$ cat src/rtl/tt_vpu_ovi_issue_ctrl.sv
// Scalar-side OVI sequencer: scoreboard-ID allocation, issue credits, in-order
// commit/kill dispatch, completion retirement and memop sync-window tracking.
module tt_vpu_ovi_issue_ctrl #(
  parameter  int NUM_SB        = 32,
  parameter  int ISSUE_CREDITS = 16,
  parameter  int MEM_CNT_W     = 6,
  localparam int SB_W          = $clog2(NUM_SB)
) (
  input  logic                 clk,
  input  logic                 reset,
  // core request side
  input  logic                 req_valid,
  output logic                 req_ready,
  input  logic [31:0]          req_inst,
  input  logic [63:0]          req_scalar_opnd,
  output logic [SB_W-1:0]      req_sb_id,
  // OVI issue
  output logic                 issue_valid,
  output logic [31:0]          issue_inst,
  output logic [63:0]          issue_scalar_opnd,
  output logic [SB_W-1:0]      issue_sb_id,
  input  logic                 issue_credit,
  // commit / kill decisions and OVI dispatch
  input  logic                 commit_valid,
  input  logic                 kill_valid,
  output logic                 dispatch_next_senior,
  output logic                 dispatch_kill,
  output logic [SB_W-1:0]      dispatch_sb_id,
  // completion
  input  logic                 completed_valid,
  input  logic [SB_W-1:0]      completed_sb_id,
  output logic                 retire_valid,
  output logic [SB_W-1:0]      retire_sb_id,
  // memop sync windows
  input  logic                 memop_sync_start,
  input  logic                 memop_sync_end,
  output logic [MEM_CNT_W-1:0] mem_pending,
  output logic [3:0]           err
);

  typedef enum logic [1:0] {
    SB_FREE   = 2'd0,
    SB_ISSUED = 2'd1,
    SB_SENIOR = 2'd2
  } sb_state_e;

  localparam logic [4:0]      CREDIT_MAX = 5'(ISSUE_CREDITS);
  localparam logic [SB_W-1:0] PTR_LAST   = SB_W'(NUM_SB - 1);

  // Scoreboard state
  sb_state_e st_q [NUM_SB];
  sb_state_e st_d [NUM_SB];

  // Order FIFO
  logic [SB_W-1:0] fifo_mem [NUM_SB];
  logic [SB_W-1:0] rd_ptr_q, rd_ptr_d;
  logic [SB_W-1:0] wr_ptr_q, wr_ptr_d;
  logic            full_q, full_d;

  // Counters and flags
  logic [4:0]           credit_q, credit_d;
  logic [MEM_CNT_W-1:0] mem_q, mem_d;
  logic [3:0]           err_q, err_d;

  // Registered outputs
  logic            issue_valid_q, issue_valid_d;
  logic [31:0]     issue_inst_q, issue_inst_d;
  logic [63:0]     issue_opnd_q, issue_opnd_d;
  logic [SB_W-1:0] issue_sb_q, issue_sb_d;
  logic            disp_senior_q, disp_senior_d;
  logic            disp_kill_q, disp_kill_d;
  logic [SB_W-1:0] disp_sb_q, disp_sb_d;
  logic            retire_valid_q, retire_valid_d;
  logic [SB_W-1:0] retire_sb_q, retire_sb_d;

  // Combinational helpers
  logic            any_free;
  logic [SB_W-1:0] alloc_id;
  logic            fifo_empty;
  logic [SB_W-1:0] fifo_head;
  logic            accept;
  logic            pop_req;
  logic            pop_ok;
  logic            comp_ok;
  logic [5:0]      credit_sum;

  function automatic logic [SB_W-1:0] ptr_inc(input logic [SB_W-1:0] p);
    return (p == PTR_LAST) ? '0 : p + 1'b1;
  endfunction

  // Lowest-index FREE entry; scanning downward lets the lowest match win.
  always_comb begin
    any_free = 1'b0;
    alloc_id = '0;
    for (int i = NUM_SB - 1; i >= 0; i--) begin
      if (st_q[i] == SB_FREE) begin
        any_free = 1'b1;
        alloc_id = SB_W'(i);
      end
    end
  end

  assign fifo_empty = !full_q && (rd_ptr_q == wr_ptr_q);
  assign fifo_head  = fifo_mem[rd_ptr_q];
  assign req_ready  = (credit_q != 5'd0) && any_free && !full_q;
  assign req_sb_id  = alloc_id;
  assign accept     = req_valid && req_ready;
  assign pop_req    = commit_valid || kill_valid;
  assign pop_ok     = pop_req && !fifo_empty;
  assign comp_ok    = completed_valid && (st_q[completed_sb_id] == SB_SENIOR);
  assign credit_sum = {1'b0, credit_q} - {5'd0, accept} + {5'd0, issue_credit};

  // NOTE: every variable gets a default at the top of the block so that no
  // path leaves it unassigned, which would otherwise infer a latch.
  always_comb begin
    st_d           = st_q;
    rd_ptr_d       = rd_ptr_q;
    wr_ptr_d       = wr_ptr_q;
    full_d         = full_q;
    credit_d       = credit_q;
    mem_d          = mem_q;
    err_d          = err_q;
    issue_valid_d  = accept;
    issue_inst_d   = issue_inst_q;
    issue_opnd_d   = issue_opnd_q;
    issue_sb_d     = issue_sb_q;
    disp_senior_d  = 1'b0;
    disp_kill_d    = 1'b0;
    disp_sb_d      = disp_sb_q;
    retire_valid_d = comp_ok;
    retire_sb_d    = retire_sb_q;

    // Completion, pop and accept always touch distinct entries: they act on
    // SENIOR, ISSUED (FIFO head) and FREE entries respectively.
    if (comp_ok) begin
      st_d[completed_sb_id] = SB_FREE;
      retire_sb_d           = completed_sb_id;
    end else if (completed_valid) begin
      err_d[1] = 1'b1;
    end

    if (pop_req && (fifo_empty || (commit_valid && kill_valid))) begin
      err_d[2] = 1'b1;
    end
    if (pop_ok) begin
      rd_ptr_d  = ptr_inc(rd_ptr_q);
      disp_sb_d = fifo_head;
      if (kill_valid) begin
        st_d[fifo_head] = SB_FREE;
        disp_kill_d     = 1'b1;
      end else begin
        st_d[fifo_head] = SB_SENIOR;
        disp_senior_d   = 1'b1;
      end
    end

    if (accept) begin
      st_d[alloc_id] = SB_ISSUED;
      wr_ptr_d       = ptr_inc(wr_ptr_q);
      issue_inst_d   = req_inst;
      issue_opnd_d   = req_scalar_opnd;
      issue_sb_d     = alloc_id;
    end

    if (accept && !pop_ok) begin
      full_d = (ptr_inc(wr_ptr_q) == rd_ptr_q);
    end else if (pop_ok && !accept) begin
      full_d = 1'b0;
    end

    if (credit_sum > {1'b0, CREDIT_MAX}) begin
      credit_d = CREDIT_MAX;
      err_d[0] = 1'b1;
    end else begin
      credit_d = credit_sum[4:0];
    end

    if (memop_sync_start && !memop_sync_end) begin
      if (&mem_q) err_d[3] = 1'b1;
      else        mem_d    = mem_q + 1'b1;
    end else if (memop_sync_end && !memop_sync_start) begin
      if (mem_q == '0) err_d[3] = 1'b1;
      else             mem_d    = mem_q - 1'b1;
    end
  end

  // NOTE: the FIFO storage is not reset; only pointers and the full bit
  // define its contents, so clearing the array would buy nothing.
  always_ff @(posedge clk) begin
    if (accept) fifo_mem[wr_ptr_q] <= alloc_id;
  end

  // NOTE: state registers use non-blocking assignments so every flop samples
  // the pre-edge values regardless of statement order.
  always_ff @(posedge clk or posedge reset) begin
    if (reset) begin
      for (int i = 0; i < NUM_SB; i++) st_q[i] <= SB_FREE;
      rd_ptr_q       <= '0;
      wr_ptr_q       <= '0;
      full_q         <= 1'b0;
      credit_q       <= CREDIT_MAX;
      mem_q          <= '0;
      err_q          <= '0;
      issue_valid_q  <= 1'b0;
      issue_inst_q   <= '0;
      issue_opnd_q   <= '0;
      issue_sb_q     <= '0;
      disp_senior_q  <= 1'b0;
      disp_kill_q    <= 1'b0;
      disp_sb_q      <= '0;
      retire_valid_q <= 1'b0;
      retire_sb_q    <= '0;
    end else begin
      st_q           <= st_d;
      rd_ptr_q       <= rd_ptr_d;
      wr_ptr_q       <= wr_ptr_d;
      full_q         <= full_d;
      credit_q       <= credit_d;
      mem_q          <= mem_d;
      err_q          <= err_d;
      issue_valid_q  <= issue_valid_d;
      issue_inst_q   <= issue_inst_d;
      issue_opnd_q   <= issue_opnd_d;
      issue_sb_q     <= issue_sb_d;
      disp_senior_q  <= disp_senior_d;
      disp_kill_q    <= disp_kill_d;
      disp_sb_q      <= disp_sb_d;
      retire_valid_q <= retire_valid_d;
      retire_sb_q    <= retire_sb_d;
    end
  end

  assign issue_valid          = issue_valid_q;
  assign issue_inst           = issue_inst_q;
  assign issue_scalar_opnd    = issue_opnd_q;
  assign issue_sb_id          = issue_sb_q;
  assign dispatch_next_senior = disp_senior_q;
  assign dispatch_kill        = disp_kill_q;
  assign dispatch_sb_id       = disp_sb_q;
  assign retire_valid         = retire_valid_q;
  assign retire_sb_id         = retire_sb_q;
  assign mem_pending          = mem_q;
  assign err                  = err_q;

endmodule
$ cat config.mk
export PLATFORM = sky130hd
export DESIGN_NAME = tt_vpu_ovi_issue_ctrl
export DESIGN_NICKNAME = d
export VERILOG_FILES = /design/src/rtl/tt_vpu_ovi_issue_ctrl.sv
export SDC_FILE = /design/constraint.sdc
export NUM_CORES = 1
export LEC_CHECK = 0
export CAP_MARGIN = 20
export CORE_MARGIN = 1
export CORE_UTILIZATION = 59
export DETAILED_ROUTE_END_ITERATION = 6
export PLACE_DENSITY = 0.92
export SLEW_MARGIN = 20
export SYNTH_ARGS = -nofsm -noshare
export SYNTH_HDL_FRONTEND = slang
export SYNTH_SLANG_ARGS = --single-unit
$ cat constraint.sdc
create_clock -name clk -period 10.4 [get_ports clk]
set_clock_uncertainty 0.2 [all_clocks]
set_input_delay 1.04 -clock clk [delete_from_list [all_inputs] [get_ports clk]]
set_output_delay 1.04 -clock clk [all_outputs]
set_load 0.03 [all_outputs]
==> summary.md, run 1 <==
| Metric | Value |
|---|---|
| TNS Setup | `0 ns` |
| Crit-path cells | `o22ai_1 -> nor4_1 -> nand3_1 -> o21a_1 -> nand2_4 -> buf_6 -> clkinv_2 -> buf_4 -> ha_1 -> inv_1 -> ha_1 -> fa_1 -> a21oi_1 -> o21bai_1 -> xnor2_1 -> a21oi_1 -> or3b_2` |
| Post-detail-place hpwl | `32000 um` |
| Peak supply drop | `216 uV` |
| Placer Congestion | `1.03` |
| Hold buffers post-CTS | `0` |
| Hold EP | `err[1]` |
| Max cap viols | `0` |
| Highest routed layer | `met5` |
| Post-synth ARST share | `56.2%` |
| Post-Synth Adder-Cell Area | `1.74%` |
| Clock latency on the worst-skew pair | `0.54 ns` |
| Global Route Usage Sum | `34.9%` |
| Commonest cells after routing, fill and taps aside | `nand2_1, clkdlybuf4s50_1, dfrtp_1, edfxtp_1, nor2_1` |
| RSZ-0062 raised after global routing | `false` |
| Die area | `29000 um^2` |
| Initial Utilization | `60.0%` |
| Finished Core Util | `74.2%` |
| Avg WL per Cell | `24.4 um` |
| #FFs+latches synth | `365` |
| Largest net degree at the start of global routing | `129` |
| Post-synth cell types | `73` |
| Fmax | `189 MHz` |
| CTS H-tree lvls | `2` |
| Slowest-stage cell, CP | `buf_6` |
| Cell Pwr Density | `316 nW/um^2` |
| Final WL | `50700 um` |
| Startpoint of the worst-slack reg-to-reg timing path | `st_q[39]` |
| Post-CTS sizing | `0` |
| Layout cell share with drive strength beyond 1 | `8.95%` |
| P&R area growth vs syn | `23.7%` |
| Setup bufs post-CTS | `0` |
| Met2 wire len | `24800 um` |
| Final Max Slew Viols | `0` |
| Period utilization | `50.9%` |
| Post-Synth Simple-Gate Area | `15.9%` |
| Reg clk slew, reported paths | `0.06 ns` |
| Port Buffers | `240` |
| Synth Area in XOR/XNOR | `1.05%` |
| Initial drt markers | `1581` |
| HP Start | `err[1]` |
| Routed met3 length | `5200 um` |
| Largest family of logic cells by synthesized area | `simple AND/OR/NAND/NOR gates` |
| Startpoint types | `flip-flop` |
| Pre-CTS setup slack | `4.68 ns` |
| Critical Path AT | `5.49 ns` |
| Worst Path Required | `10.60 ns` |
| Worst Tran Pin Value | `1.15 ns` |
| Post-Syn Instances | `1451` |
| CTS tree | `built` |
| Cell area after synthesis | `16700 um^2` |
| Global-route wire length before repair | `76400 um` |
| Final setup fails | `0` |
| Die outline width | `170 um` |
| Fill cells | `1679` |
| Slew headroom | `23.6%` |
| Total Power | `6530 uW` |
| Reg2Reg Depth | `17` |
| CP Class | `reg -> reg` |
| Root Buffer | `clkbuf_16` |
| Failing checks | `design-rule violations` |
| Compound-Gate Fraction of Synth Area | `10.1%` |
| Clock buffer depth | `3` |
| CTS sink cnt | `365` |
| Bufs and invs on worst path | `4` |
| Syn nets | `1583` |
| Slack of the critical path | `5.11 ns` |
| CP peak stage delay | `0.58 ns` |
| Critical Path End Type | `flip-flop` |
| Leakage | `0.00838 uW` |
| Core ar. | `27900 um^2` |
| Post-synthesis mux area share | `9.31%` |
| CP Max Fanout | `107` |
| Outcome | `finished with violations` |
| Vias per cell | `6.50` |
| Top cell family by delay on the critical path | `simple AND/OR/NAND/NOR gates` |
| # DRC | `1` |
| First-pass DRT Iterations | `7` |
| Num rows | `61` |
| Die Y | `170 um` |
| HP Class | `reg -> reg` |
| I/O pin cnt | `241` |
| Initial antenna violation count | `2` |
| RR Endpoint | `err[0]` |
| Mapped Avg Cell Area | `11.5 um^2` |
| Total CTS buffers | `39` |
| Worst Hold Depth | `1` |
| Leading register cell type out of synthesis | `dfrtp_1` |
| Metal-1 WL | `18100 um` |
| Vias in the first global route | `13300` |
| Fin nets | `1801` |
| Vias | `13500` |
| Commonest non-fill, non-tap cell in the layout | `nand2_1` |
| Post-synth EDFFs | `160` |
| Synth warnings | `0` |
| Final min period | `5.29 ns` |
| Final ANT Viol Nets | `0` |
| Worst reg-to-reg setup slack | `5.11 ns` |
| Fin. Hold Viols | `0` |
| Post-synthesis sequential area ratio | `59.5%` |
| GRT overflow | `0` |
| Hold slack | `0.268 ns` |
==> state kept, by name (all words and copies together) (netlist names), 6 cells and up <==
register           count
issue_inst            32
issue_scalar_opnd     64
fifo_mem             160
st_q                  64
mem_pending            6
==> per-layer routing <==
layer / track usage, % / up-vias
met1: 44.2 / 6640
met3: 7.77 / 200
met4: 17.9 / 2
met5: 0 / -
li1: - / 5709
met2: 56.6 / 963
==> final cells by class <==
cell class              count  area, um^2  share of cell area [%]
diodes                      1        2.50                  0.0121
clock buffers              58        1120                    5.41
clock inverters            13         111                   0.539
inverters                  29         118                   0.569
multi-input cells         980        6380                    30.9
flip-flops and latches    365        9940                    48.1
well taps                 378         473                    2.29
repair buffers            254        2530                    12.2
==> cell families (layout without fill, tap and decap cells) <==
group,Yosys count,after routing
simple gates,597,597
flops,365,365
compound gates,239,239
buf+inv,106,354
mux,102,102
fa+ha+maj,22,22
xor+xnor,20,20
other cells,0,1
==> how the worst max path moves through the flow <==
stage               startpoint          end  slack, ns  depth (start not counted)
floorplan                reset  credit_q[0]       3.57                          1
CTS                   st_q[37]       err[0]       4.63                         17
global placement      st_q[37]       err[0]       4.83                         17
detailed placement    st_q[39]       err[0]       4.68                         17
finish                st_q[39]       err[0]       5.11                         17
global route          st_q[37]       err[0]       4.77                         17
==> cell usage after synthesis (4+ instances only) <==
master / number / area [um^2]
nand2_1: 353 / 1330
a211oi_1: 6 / 45.0
o21bai_1: 5 / 37.5
edfxtp_1: 160 / 4800
a21oi_1: 21 / 105
and2_1: 4 / 25.0
o22ai_1: 23 / 144
nand4_1: 8 / 50.1
a22oi_1: 13 / 97.6
clkbuf_1: 66 / 248
mux2_2: 14 / 158
mux4_2: 40 / 901
xnor2_1: 13 / 114
o21a_1: 5 / 37.5
ha_1: 20 / 250
nor3b_1: 5 / 37.5
and3_1: 6 / 37.5
nor3_1: 19 / 95.1
o32ai_1: 8 / 70.1
nor2b_1: 10 / 62.6
or2_2: 8 / 50.1
a22o_1: 5 / 43.8
nor2_1: 85 / 319
inv_1: 28 / 105
nand3b_1: 8 / 60.1
or3_1: 28 / 175
mux2i_1: 46 / 460
o21ai_0: 59 / 295
a2bb2oi_1: 18 / 158
o22a_1: 6 / 52.6
nand2b_1: 9 / 56.3
nor4_1: 11 / 68.8
a21o_1: 6 / 45.0
o211ai_1: 6 / 45.0
dfrtp_1: 204 / 5100
o221ai_1: 25 / 219
buf_2: 6 / 30.0
nand3_1: 25 / 125
xor2_1: 7 / 61.3
o31ai_1: 7 / 52.6
==> report_power, final <==
part,switching [uW],internal [uW]
registers,292,1960
logic,1880,1040
clock network,584,774
==> through the flow <==
stage / area (um^2) / cells
6_report: 20700 / 2078
3_3_place_gp: 19400 / 2005
3_5_place_dp: 19400 / 2005
4_1_cts: 20600 / 2076
5_1_grt: 20700 / 2078
2_1_floorplan: 16700 / 1451
==> worst reg2reg max path: cells and delay by family (launching register included) <==
family / cells / cell delay, ns
buffers and inverters: 4 / 1.10
DFF: 1 / 0.43
adders and majority gates: 3 / 0.95
AOI/OAI and AO/OA: 5 / 0.80
and+or+nand+nor: 4 / 1.37
xor gates and xnor gates: 1 / 0.30
Note: power is estimated with default switching activity, not from simulation.
==> run 2, diff against run 1 <==
Settings changed: CORE_UTILIZATION 59 to 55, PLACE_DENSITY 0.92 to 0.87.
Clock period 10.4 ns to 4.9 ns, I/O delays scaled along.
==> run 2 against run 1 <==
  * The flow now finishes without violations
  * Combinational power is 110% higher
  * Sequential share of layout area is 0.59 points lower
  * Cell count grew 1.3%
  * Hold slack lost 0.12 ns
  * Via count is 3.5% lower
  * Worst setup slack got worse by 4.9 ns
  * Design area increased by 1.2%
  * Clock-buffer cell count fell by 12
  * Clock power rose by 120%
  * Largest cell class unchanged
  * Highest routed layer is now met4
==> summary.md, run 2 (synthesis gave the netlist of run 1 again) <==
| Metric | Value |
|---|---|
| Outcome | `finished, final reports clean` |
| Fmax | `214 MHz (+13%)` |
| Layout cell share with drive strength beyond 1 | `9.81% (+0.86 points)` |
| CP Max Fanout | `21 (-80%)` |
| Largest Register | `fifo_mem` |
| Root Buffer | `clkbuf_16` |
| Fin. Hold Viols | `0 (unchanged)` |
| Critical Path AT | `4.86 ns (-0.63 ns)` |
| Final min period | `4.66 ns (-0.627 ns)` |
| Commonest cells after routing, fill and taps aside | `nand2_1, clkdlybuf4s50_1, dfrtp_1, edfxtp_1, nor2_1` |
| Post-CTS sizing | `0 (unchanged)` |
| Peak supply drop | `431 uV (+99%)` |
| Total CTS buffers | `39 (unchanged)` |
| Fin nets | `1814 (+0.72%)` |
| Non-Filler Instances | `2105 (+1.3%)` |
| Final Max Slew Viols | `0 (unchanged)` |
| Die area | `31100 um^2 (+7.2%)` |
| Reg clk slew, reported paths | `0.06 ns (about the same)` |
| Slew headroom | `38.3% (+15 points)` |
| Setup bufs post-CTS | `0 (unchanged)` |
| Initial Utilization | `56.1% (-3.9 points)` |
| First-pass DRT Iterations | `6 (-1)` |
| Worst Path Required | `5.10 ns (-5.50 ns)` |
| Worst Tran Pin Value | `0.926 ns (-0.220 ns)` |
| CTS tree | `built` |
| Final ANT Viol Nets | `0 (unchanged)` |
| Max FFs per register | `160 (unchanged)` |
| TNS Setup | `0 ns (unchanged)` |
| Period utilization | `95.1% (+44 points)` |
| CTS H-tree lvls | `2 (unchanged)` |
| RSZ-0062 raised after global routing | `false` |
| HP Class | `in -> async` |
| Clock buffer depth | `3 (unchanged)` |
| Met1 Use GR | `38.1% (-6.1 points)` |
| Port Buffers | `240 (unchanged)` |
| Clock latency on the worst-skew pair | `0.55 ns (about the same)` |
| P&R area growth vs syn | `25.2%` |
| CTS sink cnt | `365 (unchanged)` |
| Met3 Usage GRT | `7.49% (-0.27 points)` |
| Largest net degree at the start of global routing | `107 (-17%)` |
| Vias in the first global route | `13200 (-0.67%)` |
| Post-detail-place hpwl | `31800 um (-0.60%)` |
| Critical Path End Type | `flip-flop` |
| Hold buffers post-CTS | `0 (unchanged)` |
| Startpoint types | `flip-flop` |
| Cell Pwr Density | `668 nW/um^2 (+110%)` |
| CP Class | `reg -> reg` |
| Final setup fails | `0 (unchanged)` |
| Placed cells | `2030 (+1.2%)` |
| Global Route Usage Sum | `30.7% (-4.2 points)` |
| Core ar. | `29800 um^2 (+7.0%)` |
| GRT overflow | `0 (unchanged)` |
| Die outline width | `176 um (+3.5%)` |
| Vias | `13000 (-3.5%)` |
| Die Y | `176 um (+3.5%)` |
| Most Used Layer, Global Route | `met2` |
| # DRC | `0 (-1)` |
| Global-route wire length before repair | `73200 um (-4.1%)` |
| Vias per cell | `6.20 (-4.7%)` |
| Finished Core Util | `70.2% (-4.0 points)` |
| Num rows | `63 (+3.3%)` |
| Final WL | `47200 um (-6.9%)` |
| Avg WL per Cell | `22.4 um (-8.1%)` |
| Commonest non-fill, non-tap cell in the layout | `nand2_1` |
| I/O pin cnt | `241 (unchanged)` |
| Initial drt markers | `1324 (-16%)` |
| Initial antenna violation count | `2 (unchanged)` |
| Global routing usage on met2 | `50.1% (-6.5 points)` |
| Max cap viols | `0 (unchanged)` |
| Leakage | `0.00849 uW (+1.4%)` |
| Placer Congestion | `1.04 (+1.4%)` |
[run 2: worst max-delay path: stages, from the launching register on]
cell,delay (ns)
dfrtp_1,0.41
o22ai_1,0.18
nor4_1,0.60
nand3_1,0.29
o21a_1,0.30
nand2_4,0.10
clkinv_2,0.29
ha_1,0.41
inv_1,0.04
ha_1,0.20
fa_1,0.41
a21oi_1,0.17
o21bai_1,0.09
xnor2_1,0.32
a21oi_1,0.07
or3b_2,0.45
[run 2: path summary, 6_finish.rpt]
kind / slack (ns) / from / cells after the start / to
worst max-delay path: 0.24 / st_q[32] / 15 / err[0]
worst min-delay path: 0.15 / reset / 2 / st_q[46]
worst max register to register: 0.24 / st_q[32] / 15 / err[0]
worst min register to register: 0.27 / err[1] / 1 / err[1]
max in group asynchronous: 3.48 / reset / 3 / issue_scalar_opnd[2]
min in group clk: 0.27 / err[1] / 1 / err[1]
[run 2: cell type report]
| type | instances | area, um^2 |
|---|---|---|
| antenna | 2 | 5.00 |
| clock buffer | 46 | 1040 |
| clock inverter | 26 | 299 |
| fill | 1963 | 8880 |
| inverter | 29 | 114 |
| multi-input combinational | 980 | 6370 |
| sequential | 365 | 9940 |
| tap | 390 | 488 |
| timing repair buffer | 267 | 2670 |
[run 2: per-layer routing]
layer / vias to the layer above / share of wire (%)
met4: 0 / 4.8
met1: 6345 / 37
met5: - / 0
met2: 796 / 49
li1: 5748 / -
met3: 155 / 9.7
[run 2: power breakdown]
part / internal, uW / switching, uW / total, uW / leakage [uW]
registers: 4150 / 568 / 4720 / 0.00408
clock network: 1800 / 1240 / 3040 / 0.000641
logic: 2260 / 3950 / 6210 / 0.00377
total: 8210 / 5760 / 14000 / 0.00849
[run 2: per-stage QoR]
step / hold WS, ns / total power [uW] / setup slack (ns) / cell area (um^2)
after floorplan: 0.290 / 8500 / 0.765 / 16700
after global placement: 0.240 / 10600 / 0.566 / 19500
after detailed placement: 0.261 / 10800 / 0.380 / 19600
after CTS: 0.159 / 13900 / 0.335 / 20900
after global routing: 0.201 / 14600 / 0.0402 / 20900
final: 0.150 / 14000 / 0.238 / 20900
